**config.mk**
```make
export PLATFORM = sky130hd
export DESIGN_NAME = prog_feeder
export DESIGN_NICKNAME = d
export VERILOG_FILES = /design/src/rtl/prog_feeder.sv
export SDC_FILE = /design/constraint.sdc
export NUM_CORES = 1
export LEC_CHECK = 0
export ABC_AREA = 1
export CAP_MARGIN = 5
export CORE_MARGIN = 8
export CORE_UTILIZATION = 45
export CTS_CLUSTER_DIAMETER = 80
export DETAILED_ROUTE_END_ITERATION = 6
export SETUP_SLACK_MARGIN = 0.02
export SLEW_MARGIN = 20
export SYNTH_ARGS = -nofsm -noshare
export SYNTH_HDL_FRONTEND = slang
export SYNTH_SLANG_ARGS = --single-unit
export TNS_END_PERCENT = 30
```
**constraint.sdc**
```tcl
create_clock -name CLOCK -period 4.65 [get_ports CLOCK]
set_input_delay 1.1625 -clock CLOCK [delete_from_list [all_inputs] [get_ports CLOCK]]
set_output_delay 1.1625 -clock CLOCK [all_outputs]
set_load 0.01 [all_outputs]
```
**src/rtl/prog_feeder.sv**
```systemverilog
// prog_feeder: small program RAM plus a sequencer that issues instruction words (and mvi immediates)
// to the processor bus, waiting for DONE. Optional single-step PAUSE state: PROG_FEEDER_STEP_EN.
module prog_feeder #(
    parameter int ADDR_W  = 5,
    parameter int DATA_W  = 9,
    parameter int TIMEOUT = 7
) (
    input  logic              CLOCK,
    input  logic              RESETN,
    input  logic              START,
`ifdef PROG_FEEDER_STEP_EN
    input  logic              STEP,
`endif
    input  logic              LOAD_WE,
    input  logic [ADDR_W-1:0] LOAD_ADDR,
    input  logic [DATA_W-1:0] LOAD_DATA,
    input  logic              DONE,
    output logic [DATA_W-1:0] DIN,
    output logic              RUN,
    output logic [ADDR_W-1:0] PC,
    output logic              BUSY,
    output logic              HALTED,
    output logic              ERROR
);

    typedef enum logic [2:0] {
        S_IDLE   = 3'd0,
        S_FETCH  = 3'd1,
        S_DECODE = 3'd2,
        S_ISSUE  = 3'd3,
        S_WAIT   = 3'd4,
        S_HALT   = 3'd5,
        S_ERR    = 3'd6,
        S_PAUSE  = 3'd7
    } state_t;

    localparam logic [2:0]        OP_HALT   = 3'd0;
    localparam logic [2:0]        OP_MVI    = 3'd2;
    localparam logic [2:0]        OP_SUB    = 3'd4;
    localparam logic [ADDR_W-1:0] PC_ONE    = ADDR_W'(1);
    localparam logic [7:0]        TIMEOUT_C = 8'(TIMEOUT);
    localparam logic [7:0]        CNT_ONE   = 8'd1;

    state_t              state_q, state_d;
    logic [DATA_W-1:0]   din_q, din_d;
    logic [DATA_W-1:0]   word_q, word_d;
    logic                run_q, run_d;
    logic [ADDR_W-1:0]   pc_q, pc_d;
    logic [7:0]          cnt_q, cnt_d;

    logic [DATA_W-1:0]   mem [2**ADDR_W];
    logic [DATA_W-1:0]   mem_rd;
    logic [2:0]          opcode;
    logic                load_ok;

    assign mem_rd  = mem[pc_q];
    assign opcode  = word_q[DATA_W-1 -: 3];
    assign load_ok = (state_q == S_IDLE) || (state_q == S_HALT) || (state_q == S_ERR);

    // Program RAM: no reset, writes only while the sequencer is parked.
    always_ff @(posedge CLOCK) begin
        if (LOAD_WE && load_ok) begin
            mem[LOAD_ADDR] <= LOAD_DATA;
        end
    end

    always_ff @(posedge CLOCK or negedge RESETN) begin
        if (!RESETN) begin
            state_q <= S_IDLE;
            din_q   <= '0;
            word_q  <= '0;
            run_q   <= 1'b0;
            pc_q    <= '0;
            cnt_q   <= '0;
        end else begin
            state_q <= state_d;
            din_q   <= din_d;
            word_q  <= word_d;
            run_q   <= run_d;
            pc_q    <= pc_d;
            cnt_q   <= cnt_d;
        end
    end

    always_comb begin
        state_d = state_q;
        din_d   = din_q;
        word_d  = word_q;
        run_d   = 1'b0;
        pc_d    = pc_q;
        cnt_d   = cnt_q;
        case (state_q)
            S_IDLE, S_HALT, S_ERR: begin
                // A simultaneous load takes priority over START.
                if (START && !LOAD_WE) begin
                    pc_d    = '0;
                    state_d = S_FETCH;
                end
            end
            S_FETCH: begin
                word_d  = mem_rd;
                state_d = S_DECODE;
            end
            S_DECODE: begin
                if (opcode == OP_HALT) begin
                    state_d = S_HALT;
                end else if (opcode > OP_SUB) begin
                    state_d = S_ERR;
                end else begin
                    din_d   = word_q;
                    run_d   = 1'b1;
                    pc_d    = pc_q + PC_ONE;
                    state_d = S_ISSUE;
                end
            end
            S_ISSUE: begin
                if (opcode == OP_MVI) begin
                    din_d = mem_rd;
                    pc_d  = pc_q + PC_ONE;
                end
                cnt_d   = '0;
                state_d = S_WAIT;
            end
            S_WAIT: begin
                if (DONE) begin
`ifdef PROG_FEEDER_STEP_EN
                    state_d = S_PAUSE;
`else
                    state_d = S_FETCH;
`endif
                end else begin
                    cnt_d = cnt_q + CNT_ONE;
                    if (cnt_d == TIMEOUT_C) begin
                        state_d = S_ERR;
                    end
                end
            end
`ifdef PROG_FEEDER_STEP_EN
            S_PAUSE: begin
                if (STEP) begin
                    state_d = S_FETCH;
                end
            end
`endif
            default: state_d = S_IDLE;
        endcase
    end

    assign DIN    = din_q;
    assign RUN    = run_q;
    assign PC     = pc_q;
    assign BUSY   = (state_q == S_FETCH) || (state_q == S_DECODE) || (state_q == S_ISSUE) ||
                    (state_q == S_WAIT)  || (state_q == S_PAUSE);
    assign HALTED = (state_q == S_HALT);
    assign ERROR  = (state_q == S_ERR);

endmodule
```
* Word level (Yosys, flattened, before mapping)
Memory sizes are Yosys's and may differ from the RTL's.
Cells that the tools add are included.
** Operators by class
- Add/subtract/negate cells :: 2
- Order comparisons :: 1
- Equality and inequality tests :: 15
- Multiplexer cells :: 22
- Reduce and logical (&&, ||, !) cells :: 19
** Operators with widths (number)
- 9-bit two-way mux :: 3
- 5-bit two-way mux :: 4
- 9-bit case mux with 2 select lines :: 1
- 8-bit case mux with 2 select lines :: 1
- 3-bit two-way mux :: 5
- 3-bit case mux with 5 select lines :: 1
- 5-bit case mux with 3 select lines :: 1
- 3-bit == test (second input constant) :: 4
- 2-bit inequality test (second input constant) :: 5
- 3-bit by 2-bit == test with 1-bit output (second input constant) :: 3
- 8-bit by 1-bit adder with 8-bit output (second input constant) :: 1
- 8-bit by 3-bit == test with 1-bit output (second input constant) :: 1
- 8-bit two-way mux :: 1
- 3-bit zero test :: 2
- 1-bit logical OR :: 6
- 5-bit by 1-bit adder with 5-bit output (second input constant) :: 1
- 1-bit two-way mux :: 5
- 5-bit AND reduction :: 1
- 2-bit AND reduction :: 2
- 4-bit AND reduction :: 1
- 2-bit nonzero test :: 2
- 3-bit by 1-bit == test with 1-bit output (second input constant) :: 1
- 3-bit > comparator (second input constant) :: 1
- 3-bit inequality test (second input constant) :: 1
- other kinds (4) :: 5
** Word-level totals
- Bits in registers :: 35
- Bits in writable memories :: 288
- Input bits :: 19
- Output and inout bits :: 18
- Memories kept :: 1
** Memory list
- mem :: words 32, width 9, rd ports 1, clocked after memory_dff 0, write ports 1, line 51 : logic [DATA_W-1:0] mem [2**ADDR_W];

* Logic depth before layout (Yosys ltp)
Gate-level depths: netlist of run 1.
- Word-level depth :: 6
- Gate-level depth with buffers :: 12

* Least setup slack after synthesis of run 1
No wires, ideal clock.
- Kind :: input to register
- From :: input port LOAD_WE
- To :: memory mem[11][0] (enable)
- Arrival :: 2.006 ns
- Slack :: 2.270 ns
- Stages :: 4
- Cells stage by stage :: inv_1 nor2_2 nand3_1 nor2_1
** On the way
- Longest elaborated chain between the ends :: 3
** Ends and longest elaborated chain
- from (decl) :: line 14 : input logic LOAD_WE,
- 1-bit logical AND :: line 62 : if (LOAD_WE && load_ok) begin
- 1-bit two-way mux :: line 62
- 1-bit two-way mux (not written as such) :: line 63 : mem[LOAD_ADDR] <= LOAD_DATA;
- to (decl) :: line 51
Every way passes these cells.

* Worst setup path after layout of run 1
- From :: input port LOAD_WE
- To :: memory mem[7][5] (enable)
Same word-level chain as after synthesis.

==> results of run 1 <==
[cell type report]
| class | count | area (sq um) | area share, % |
|---|---|---|---|
| repair buffers | 50 | 450 | 2.84 |
| clock buffers | 50 | 975 | 6.15 |
| flip-flops and latches | 323 | 9530 | 60.1 |
| multi-input cells | 841 | 3630 | 22.9 |
| well taps | 396 | 495 | 3.13 |
| clock inverters | 15 | 109 | 0.687 |
| inverters | 176 | 663 | 4.18 |
[power by group through the flow]
stage          combinational, mW  clock, mW  sequential [mW]
2_1_floorplan               1.65          0             3.45
5_1_grt                     2.65       2.77             3.43
4_1_cts                     2.38       2.65             3.41
3_5_place_dp                2.37          0             3.47
3_3_place_gp                2.36          0             3.47
6_report                    2.37       2.60             3.41
[per-stage QoR]
step                      std cells  instance area, sq um
after floorplan                1399                 14100
after global placement         1786                 14800
final                          1851                 15800
after detailed placement       1786                 14800
after CTS                      1851                 15800
after global routing           1851                 15800
[metal layers]
metal	share of wire, %	vias up
met5	0	-
met4	2.1	0
met3	6.8	52
met2	48	338
met1	44	4490
li1	-	4654
[state kept, by name, indices dropped and copies added, names as in the netlist]
| name | flops |
|---|---|
| state_q | 3 |
| PC | 5 |
| cnt_q | 8 |
| RUN | 1 |
| mem | 288 |
| word_q | 9 |
| DIN | 9 |
[cell usage in the layout, fill, tap and decap left out, types with 2 or more instances in the layout]
master,n
inv_16,2
nand4_1,7
clkdlybuf4s50_1,33
edfxtp_1,288
inv_1,168
nor2_1,80
o21ai_1,9
o31ai_1,3
o22ai_1,2
nand2_1,488
clkinv_1,8
o21ai_0,12
nand2_2,2
buf_4,14
nor2_2,2
clkbuf_16,37
buf_2,3
clkinv_2,4
ha_1,6
o211ai_1,10
inv_2,5
clkinvlp_4,2
clkbuf_1,13
a21oi_1,23
nand3_1,190
dfrtp_1,33
[final timing paths]
check / to / cells past startpoint / slack (ps) / from
max: mem[7][5]$_DFFE_PP_ / 5 / 1390 / LOAD_WE
min: DIN[1]$_DFFE_PN0P_ / 2 / 470 / DIN[1]$_DFFE_PN0P_
max reg2reg: DIN[1]$_DFFE_PN0P_ / 11 / 1430 / PC[0]$_DFFE_PN0P_
min reg2reg: DIN[1]$_DFFE_PN0P_ / 2 / 470 / DIN[1]$_DFFE_PN0P_
max in group asynchronous: PC[0]$_DFFE_PN0P_ / 1 / 3360 / RESETN
min in group asynchronous: DIN[7]$_DFFE_PN0P_ / 1 / 720 / RESETN
[worst max-delay path: cells and delay by family]
family                 cells  cell delay, ps
AND/OR/NAND/NOR            3            1700
buffers and inverters      2             520
[logic make-up (layout without fill, tap and decap cells)]
logic type | count (synthesis) | after routing | share of synthesized area, %
AOI/OAI and AO/OA | 60 | 60 | 2.41
and+or+nand+nor | 773 | 773 | 22.7
buffers and inverters | 235 | 291 | 6.66
DFF | 323 | 323 | 67.6
xor gates and xnor gates | 2 | 2 | 0.124
adders and majority gates | 6 | 6 | 0.533
==> impl_metrics.toml, run 1 <==
[run_status]
status = "finished with violations"
violations = "design-rule violations"

[pwr]
p_int_mw = 5.49
power_mw = 8.38
p_sw_mw = 2.89
vdd_drop_max_mv = 0.376
leakage_nw = 6.47
power_frac_seq_pct = 40.7
p_comb_share_pct = 28.2
swShare_pct = 34.5
cellPowerDensity_mw_per_mm2 = 529
p_clk_share_pct = 31.0

[placed_design]
portBuffers = 36
gp_congestion = 0.850
hpwl_microns = 21100
pre_cts_slack_ps = 875

[timing]
layout_setup_ws_ps = 1390
final.setup.tns_ps = 0
rsz0062_at_grt = "false"
fin_crit_sh_pct = 70.0
finalSetupViolations = 0
maxSlewViolCount = 0
clock_skew_ps = 20.0
min_period_ps = 3260
slew-limit-headroom_pct = 36.1
hold_ws_ps = 475
worst_pin_slew_ps = 958
hold_viol_final = 0
max_freq_mhz = 307

[die]
num_rows = 64
die_w_microns = 193
die_height_microns = 193
core-area_sq_mm = 0.0307
ios = 37
die_area_sq_mm = 0.0372
start_util_pct = 45.8

[synthesis]
syn_avg_cell_area_sq_um = 10.1
yosys-top-cells-count = "nand2_1, edfxtp_1, nand3_1"
synth-seq-cells = 323
ys_seq_area_share_pct = 67.6
syn_nets = 1424
synth_area_leaders = "edfxtp_1, nand2_1, nand3_1"
synthFlopType = "edfxtp_1"
yosysTopAreaCell = "edfxtp_1"
yosysUniqueCellTypes = 30
syn_inst = 1399
async_flop_share_pct = 10.8
yosys.area.top_type_share_pct = 61.4
ys_warn_count = 0
synth_edf_count = 288
yosysMostFrequentCell = "nand2_1"
syn-cell-area_sq_mm = 0.0141

[critical_path]
slowest_stage = "nor2_1"
endpoint_kind = "register"
critical_path_class = "in2reg"
required_ps = 4790
timing.critical_path.cells = "clkdlybuf4s50_1, inv_1, nor2_2, nand3_1, nor2_1"
start_kind = "input port"
cp_data_arrival_time_ps = 3400
max_stage_delay_ps = 760
worst-path-max-fanout = 9

[cts]
hold_buffers = 0
cts_buffers = 36
post_cts_buffers = 0
insertion_delay_ps = 530
htreeDepth = 2
clk_path_buf_depth = 3
cts_resized = 0
clk_pin_slew_worst_paths_ps = 50
cts_root_buf = "clkbuf_16"
cts_tree = "done"
cts_sinks = 323

[finish]
diodes = 0
nets = 1453
final_core_util_pct = 51.5
drive_gt1_share_pct = 5.36
synthToLayoutAreaGrowth_pct = 12.5
fillerInstances = 2796

[grt]
grt.total_usage_pct = 18.8
grt_max_degree = 93
grtUsageMet1_pct = 25.4
use_met3_pct = 2.97
grt_pass1_wl_microns = 53000
grt_overflow_total = 0
use_met2_pct = 31.6
antenna_found_initial = 0
grt-busiest-layer = "met2"
grt_pass1_vias = 9240

[route]
vias = 9534
drtAntennaViolNets = 0
first_iter_violations = 877
wirelength_microns = 34600
drtPass1Iterations = 7
routed_via_density = 5.15
post_drt_wl_per_cell_microns = 18.7
drcViolationCount = 5

[worst_hold_path]
hp-class = "reg2reg"

[run]
maxCapViolCount = 0
Note: power is estimated with default switching activity, not from simulation.
==> run 2, diff against run 1 <==
clock period = 3.2 ns   (was 4.65 ns; I/O delays follow)
==> run 2 against run 1 <==
  * The flow now finishes without violations
  * Routed wire length is 2.0% higher
  * Highest routed layer unchanged
  * Non-clock buffer count is 50 higher
  * First-iteration DRC count is 4.7% lower
  * Largest power group unchanged
  * Critical path type is now reg2out
  * Via count is 1.8% higher
  * Combinational power is 47% higher
  * Sequential power is 47% higher
==> impl_metrics.toml, run 2 (synthesis results as in run 1) <==
[timing]
hold_ws_ps = 358
finalSetupViolations = 0
layout_setup_ws_ps = 463
final.setup.tns_ps = 0
hold_viol_final = 0
max_freq_mhz = 365
min_period_ps = 2740
worst_pin_slew_ps = 786
maxSlewViolCount = 0
slew-limit-headroom_pct = 47.6
rsz0062_at_grt = "false"
clock_skew_ps = 41.7
fin_crit_sh_pct = 85.5

[placed_design]
place_inst = 1836
portBuffers = 36
hpwl_microns = 22300
place_area_sq_mm = 0.0152
pre_cts_slack_ps = 434
gp_congestion = 0.854

[die]
core-area_sq_mm = 0.0307
die_height_microns = 193
num_rows = 64
die_w_microns = 193
start_util_pct = 45.8
ios = 37
die_area_sq_mm = 0.0372

[critical_path]
endpoint_kind = "output port"
required_ps = 2400
timing.critical_path.cells = "clkdlybuf4s50_1"
cp_num_buf_inv = 1
max_stage_delay_ps = 720
cp_top_family = "flip-flops"
cp_data_arrival_time_ps = 1940
start_kind = "register"
worst-path-max-fanout = 12
critical_path_class = "reg2out"
slowest_stage = "dfrtp_1"

[pwr]
power_mw = 12.6
vdd_drop_max_mv = 0.474
cellPowerDensity_mw_per_mm2 = 768
leakage_nw = 6.80

[cts]
cts_resized = 0
cts_buffers = 36
hold_buffers = 0
cts_sinks = 323
clk_path_buf_depth = 3
insertion_delay_ps = 540
cts_root_buf = "clkbuf_16"
post_cts_buffers = 0
htreeDepth = 2
cts_tree = "done"
clk_pin_slew_worst_paths_ps = 60

[grt]
grt_overflow_total = 0
grt_pass1_vias = 9409
grt.total_usage_pct = 19.2
grt_max_degree = 100
grt_pass1_wl_microns = 53900
antenna_found_initial = 0

[route]
routed_via_density = 5.10
post_drt_wl_per_cell_microns = 18.5
vias = 9709
first_iter_violations = 836
drtAntennaViolNets = 0
wirelength_microns = 35200
drcViolationCount = 0
drtPass1Iterations = 5

[worst_hold_path]
hp-class = "in2async"

[finish]
largest_register = "mem"
final_core_util_pct = 53.2
drive_gt1_share_pct = 8.90
most-common-layout-cells = "nand2_1, edfxtp_1, nand3_1"
final_area_sq_mm = 0.0164
diodes = 0
synthToLayoutAreaGrowth_pct = 16.2
largest_reg_flops = 288
finalNonFillerCells = 1902
nets = 1503
final_common_cell = "nand2_1"

[run_status]
status = "finished, final reports clean"

[run]
maxCapViolCount = 0
run 2: cell count changes in the layout (fill, tap and decap cells not counted), sizes merged:
cell / change
clkinvlp: -1
bufinv: +3
clkdlybuf4s50: +2
inv: -1
buf: +48
clkbuf: -8
clkinv: +8
run 2: area by class of cell:
class,count,area (sq um)
Sequential cell,323,9530
Clock inverter,24,250
Clock buffer,42,933
Fill cell,2760,14400
Inverter,176,663
Tap cell,396,495
Multi-Input combinational cell,841,3630
Timing Repair Buffer,100,873
run 2: power by group:
group | switching, mW | internal, mW
Combinational | 2.38 | 1.10
Clock | 1.70 | 2.37
Sequential | 0.227 | 4.79
run 2: final timing paths:
path / slack, ps / end / from / cells past startpoint
min in group CLOCK: 480 / DIN[7]$_DFFE_PN0P_ / DIN[7]$_DFFE_PN0P_ / 2
max in group asynchronous: 2240 / PC[0]$_DFFE_PN0P_ / RESETN / 1
hold / removal: 360 / PC[2]$_DFFE_PN0P_ / RESETN / 1
hold reg to reg: 480 / DIN[7]$_DFFE_PN0P_ / DIN[7]$_DFFE_PN0P_ / 2
setup / recovery: 460 / PC[2] / PC[2]$_DFFE_PN0P_ / 1
setup reg to reg: 660 / DIN[8]$_DFFE_PN0P_ / PC[2]$_DFFE_PN0P_ / 11
run 2: routing by layer:
metal | vias to the layer above | part of all wire [%] | global-route usage (%)
met5 | - | 0 | 0
met4 | 0 | 2.3 | 5.59
met3 | 56 | 6.8 | 3.54
met2 | 324 | 48 | 31.8
met1 | 4575 | 43 | 25.7
li1 | 4754 | - | -
==> run 3, diff against run 2 <==
ABC_AREA = default   (was 1)
clock period = 2.97 ns   (was 3.2 ns; I/O delays follow)
==> run 3 against run 2 <==
  * Routed wire length is 12% lower
  * Clock-buffer cell count is 3 higher
  * Die area is 6.4% lower
  * Global-route usage is 1.9 points lower
  * Worst setup slack worse by 220 ps
  * Register-to-register slack worse by 330 ps
  * Non-clock buffer count is 2 lower
  * Clock power is 6.9% higher
  * Critical path type unchanged
==> impl_metrics.toml, run 3 <==
[run_status]
status = "finished, final reports clean"

[grt]
grt_max_degree = 67
grt_pass1_wl_microns = 45800
antenna_found_initial = 0
grt_overflow_total = 0
grt.total_usage_pct = 17.4
grt_pass1_vias = 7167

[critical_path]
worst-path-max-fanout = 10
rr_worst_depth = 5
reg2reg_to = "DIN[0]$_DFFE_PN0P_"
reg2reg_from = "PC[1]$_DFFE_PN0P_"
endpoint_kind = "output port"
critical_path_class = "reg2out"
required_ps = 2230
ff2ff_setup_slack_ps = 330
cp_data_arrival_time_ps = 1990
crit_end = "BUSY"
start_kind = "register"
critical_path.startpoint = "state_q[1]$_DFFE_PN0P_"

[timing]
finalSetupViolations = 0
worst_pin_slew_ps = 752
max_freq_mhz = 366
maxSlewViolCount = 0
slew-limit-headroom_pct = 49.7
clock_skew_ps = 8.07
hold_viol_final = 0
fin_crit_sh_pct = 91.9
rsz0062_at_grt = "false"
min_period_ps = 2730
final.setup.tns_ps = 0

[synthesis]
yosys.area.top_type_share_pct = 66.0
yosys-top-cells-count = "edfxtp_1, mux2i_1, nor2_1"
synth_area_leaders = "edfxtp_1, dfrtp_1, mux4_2"
syn_nets = 801
synth-seq-cells = 323
synth_edf_count = 288
ys_seq_area_share_pct = 72.7
syn_inst = 776
yosysUniqueCellTypes = 47
synthFlopType = "edfxtp_1"
syn_avg_cell_area_sq_um = 16.9
yosysMostFrequentCell = "edfxtp_1"
syn-cell-area_sq_mm = 0.0131
yosysTopAreaCell = "edfxtp_1"
async_flop_share_pct = 10.8
ys_warn_count = 0

[route]
drtAntennaViolNets = 0
routed-wl-met2_microns = 14900
routed_via_density = 5.67
vias = 7219
drtPass1Iterations = 5
drcViolationCount = 0
post_drt_wl_per_cell_microns = 24.3
met1_length_microns = 13100
first_iter_violations = 732
wirelength_microns = 30900
wl_met3_microns = 2170
top_layer = "met4"

[cts]
cts_buffers = 34
hold_buffers = 0
htreeDepth = 2
post_cts_buffers = 0
clk_path_buf_depth = 3
clk_pin_slew_worst_paths_ps = 60
insertion_delay_ps = 510
cts_root_buf = "clkbuf_16"
cts_resized = 0
cts_tree = "done"
cts_sinks = 323

[pwr]
power_frac_seq_pct = 41.6
p_int_mw = 9.38
p_sw_mw = 3.87
cellPowerDensity_mw_per_mm2 = 863
leakage_nw = 5.06
p_comb_share_pct = 25.6
swShare_pct = 29.2
p_clk_share_pct = 32.8
vdd_drop_max_mv = 0.467

[finish]
drive_gt1_share_pct = 17.9
nets = 889
final_common_cell = "edfxtp_1"
largest_register = "mem"
largest_reg_flops = 288
fillerInstances = 2264
diodes = 0
most-common-layout-cells = "edfxtp_1, mux2i_1, nor2_1"
final_area_sq_mm = 0.0153
synthToLayoutAreaGrowth_pct = 17.1

[die]
num_rows = 62
die_height_microns = 187
die_area_sq_mm = 0.0348
core-area_sq_mm = 0.0287
start_util_pct = 45.6
ios = 37
die_w_microns = 187

[placed_design]
portBuffers = 36
place_area_sq_mm = 0.0142
hpwl_microns = 20200
gp_congestion = 0.871

[run]
maxCapViolCount = 0

[worst_hold_path]
hp-class = "reg2reg"
-- run 3: changes by cell type in the layout (fill, tap and decap cells not counted), moves of 10 or more --
cell	before	now
o21ai_1	9	43
mux4_2	0	36
nor2_1	80	61
o211ai_1	10	0
nand2_1	488	24
mux2i_1	0	73
inv_1	168	9
a221oi_1	0	18
nand3_1	190	6
-- run 3: how the worst min path moves through the flow --
stage / start / end / slack, ps / depth (start not counted)
final: word_q[4]$_DFFE_PN0P_ / word_q[4]$_DFFE_PN0P_ / 470 / 2
after global routing: word_q[4]$_DFFE_PN0P_ / word_q[4]$_DFFE_PN0P_ / 490 / 2
after CTS: word_q[4]$_DFFE_PN0P_ / word_q[4]$_DFFE_PN0P_ / 480 / 2
after detailed placement: word_q[4]$_DFFE_PN0P_ / word_q[4]$_DFFE_PN0P_ / 470 / 2
after global placement: word_q[3]$_DFFE_PN0P_ / word_q[3]$_DFFE_PN0P_ / 460 / 2
after floorplan: RESETN / DIN[0]$_DFFE_PN0P_ / 450 / 0
-- run 3: worst max-delay path, cell delays in order (launching register included) --
cell             delay, ps
dfrtp_1                470
nand3b_1               250
o21ai_1                180
inv_1                   80
clkdlybuf4s50_1        490
-- run 3: routing by layer --
layer	vias up	global-route usage (%)
met2	260	28.7
li1	3263	-
met3	49	4.21
met1	3647	22.8
met5	-	0
met4	0	4.83
-- run 3: cell families (layout without fill, tap and decap cells) --
kind of cell	Yosys count	after routing	share of synthesized area [%]
DFF	323	323	72.7
and+or+nand+nor	143	143	5.33
AOI/OAI and AO/OA	137	137	7.12
muxes	110	110	11.9
buffers and inverters	55	168	2.29
adders and majority gates	6	6	0.573
xor gates and xnor gates	2	2	0.134
-- run 3: per-stage QoR --
stage	utilization (%)	cells	worst slack [ps]	power, mW	hold slack [ps]
2_1_floorplan	-	776	529	7.84	447
3_3_place_gp	49.4	1212	350	8.93	460
3_5_place_dp	49.4	1212	366	8.99	468
4_1_cts	53.5	1273	216	13.3	480
5_1_grt	53.5	1273	108	13.8	495
6_report	53.5	1273	240	13.2	473
-- run 3: cell type report --
type	count	area, sq um	area share, %
clock buffers	45	956	6.23
flip-flops and latches	323	9530	62.1
well taps	384	480	3.13
clock inverters	16	203	1.32
multi-input cells	398	3280	21.4
inverters	9	33.8	0.220
repair buffers	98	863	5.63
-- run 3: power by group through the flow --
stage          registers (mW)  clock network, mW  logic (mW)
3_3_place_gp             5.58                  0        3.35
2_1_floorplan            5.42                  0        2.42
4_1_cts                  5.51               4.43        3.40
6_report                 5.51               4.35        3.39
5_1_grt                  5.55               4.59        3.65
3_5_place_dp             5.60                  0        3.39
==> RTL edit (settings of run 2) <==
Put a register stage on the outputs `BUSY`, `HALTED` and `ERROR`, with the module's reset. The values now appear one clock later. The other outputs are not delayed to match.
--- a/src/rtl/prog_feeder.sv
+++ b/src/rtl/prog_feeder.sv
@@ -149,9 +149,16 @@
     assign DIN    = din_q;
     assign RUN    = run_q;
     assign PC     = pc_q;
-    assign BUSY   = (state_q == S_FETCH) || (state_q == S_DECODE) || (state_q == S_ISSUE) ||
-                    (state_q == S_WAIT)  || (state_q == S_PAUSE);
-    assign HALTED = (state_q == S_HALT);
-    assign ERROR  = (state_q == S_ERR);
+    always_ff @(posedge CLOCK or negedge RESETN) begin
+        if (!RESETN) begin
+            BUSY   <= '0;
+            HALTED <= '0;
+            ERROR  <= '0;
+        end else begin
+            BUSY   <= (state_q == S_FETCH) || (state_q == S_DECODE) || (state_q == S_ISSUE) || (state_q == S_WAIT)  || (state_q == S_PAUSE);
+            HALTED <= (state_q == S_HALT);
+            ERROR  <= (state_q == S_ERR);
+        end
+    end
 
 endmodule
Check against the original RTL: not equivalent (Yosys sat finds a counterexample within 4 cycles, from zero or initial values and one cycle with RESETN low).
==> RTL edit against run 2 <==
  * First-iteration DRC count fell by 7.1%
  * Power decreased by 1.7%
  * Critical endpoint is now PC[0]
  * Routed wire length down 2.0%
  * Highest routed layer unchanged
  * Via count down 0.55%
  * Design area fell by 0.38%
  * Synthesized area increased by 0.74%
  * Sequential cell count grew 3
  * Sequential share of layout area increased by 0.68 points
  * Worst setup slack got worse by 0.15 ns
==> RTL edit: results (changes against run 2) <==
| Metric | Value |
|---|---|
| Critical path origin | PC[0] |
| Static Leak | 6.83 nW (+0.42%) |
| WP data arrival | 2.09 ns (+0.15 ns) |
| Vias per cell | 5.02 (-1.7%) |
| Outcome | finished, final reports clean |
| Mapped Avg Cell Area | 9.91 um2 (-1.6%) |
| Skew-Pair Late Insertion Delay | 0.51 ns (-0.03 ns) |
| Final-layout fill cell count | 2868 (+3.9%) |
| Largest net degree at the start of global routing | 88 (-12%) |
| Synth top area share | 60.9% (-0.45 points) |
| Grt met1 use | 24.2% (-1.6 points) |
| Grt met3 use | 2.95% (-0.59 points) |
| WL final | 34.5 mm (-2.0%) |
| HPWL after detailed placement | 21.3 mm (-4.5%) |
| Internal power | 8.18 mW (-1.0%) |
| Met2 wire len | 16.3 mm (-2.8%) |
| CP max FO | 87 (+75) |
| R2r setup slk | 0.80 ns (+0.14 ns) |
| RePlAce Congestion | 0.865 (+1.3%) |
| DR vias | 9656 (-0.55%) |
| DRT met1 WL | 15.4 mm (+0.82%) |
| Seq/Total Area, Yosys | 67.6% (about the same) |
| Power Dens Cells | 758 nW/um2 (-1.3%) |
| Maximum vdd drop | 0.000410 V (-13%) |
| CP max-delay cell | clkdlybuf4s50_1 |
| CP Capture Point | PC[0] |
| Worst stage delay on the critical path | 0.62 ns (-0.10 ns) |
| Clk_skew | 0.0162 ns (-0.0254 ns) |
| Reg-to-Reg End | DIN[3] |
| Met2 Track Usage GR | 30.2% (-1.7 points) |
| Via count of the first global-routing pass | 9457 (+0.51%) |
| Routed wl met3 | 1.76 mm (-26%) |
| Unique masters post-synth | 29 (-3.3%) |
| WHS | 0.412 ns (+0.0537 ns) |
| Area contributors post-synth | edfxtp_1 61%, nand2_1 14%, dfrtp_1 6.7% |
| Asr flop ratio synth | 11.7% (+0.82 points) |
| Initial DRC Count | 777 (-7.1%) |
| Placed Instances | 1867 (+1.7%) |
-- RTL edit: cell types whose count changed in the layout (fill, tap and decap cells not counted), moves of 3 or more --
| cell | run 2 | this run |
|---|---|---|
| buf_4 | 61 | 54 |
| clkinv_2 | 8 | 5 |
| nor2_1 | 80 | 115 |
| nand3_1 | 190 | 137 |
| xor2_1 | 1 | 4 |
| o21ai_1 | 9 | 14 |
| nand2_1 | 488 | 546 |
| o21ai_0 | 12 | 23 |
| o211ai_1 | 10 | 1 |
| dfrtp_1 | 33 | 36 |
| inv_1 | 168 | 151 |
-- RTL edit: cell type report --
class,instances,area share [%]
Clock inverter,14,0.683
Sequential cell,326,58.9
Inverter,159,3.67
Multi-Input combinational cell,888,22.9
Clock buffer,44,5.84
Tap cell,402,3.08
Timing Repair Buffer,92,4.91
-- RTL edit: power by group through the flow --
stage	sequential (mW)	combinational [mW]	clock, mW
floorplan	5.08	2.37	0
global placement	5.11	3.51	0
detailed placement	5.12	3.53	0
CTS	5.03	3.55	3.89
global route	5.06	3.96	4.02
finish	5.03	3.53	3.80
-- RTL edit: cell families (layout without fill, tap and decap cells) --
kind of cell	Yosys count	count (layout)	share of synthesized area, %
AOI/OAI and AO/OA	65	65	2.41
adders and majority gates	6	6	0.529
buffers and inverters	218	309	6.07
and+or+nand+nor	812	812	23.1
xor gates and xnor gates	5	5	0.309
DFF	326	326	67.6
-- RTL edit: through the flow --
stage	instance area (um2)	worst slack (ns)
global placement	15200	0.516
detailed placement	15200	0.452
global route	16300	0.198
CTS	16300	0.238
floorplan	14200	0.770
finish	16300	0.310
-- RTL edit: critical path: cells and delay by family (launching register included) --
kind | cells | cell delay, ns
buf+inv | 2 | 0.96
flops | 1 | 0.61
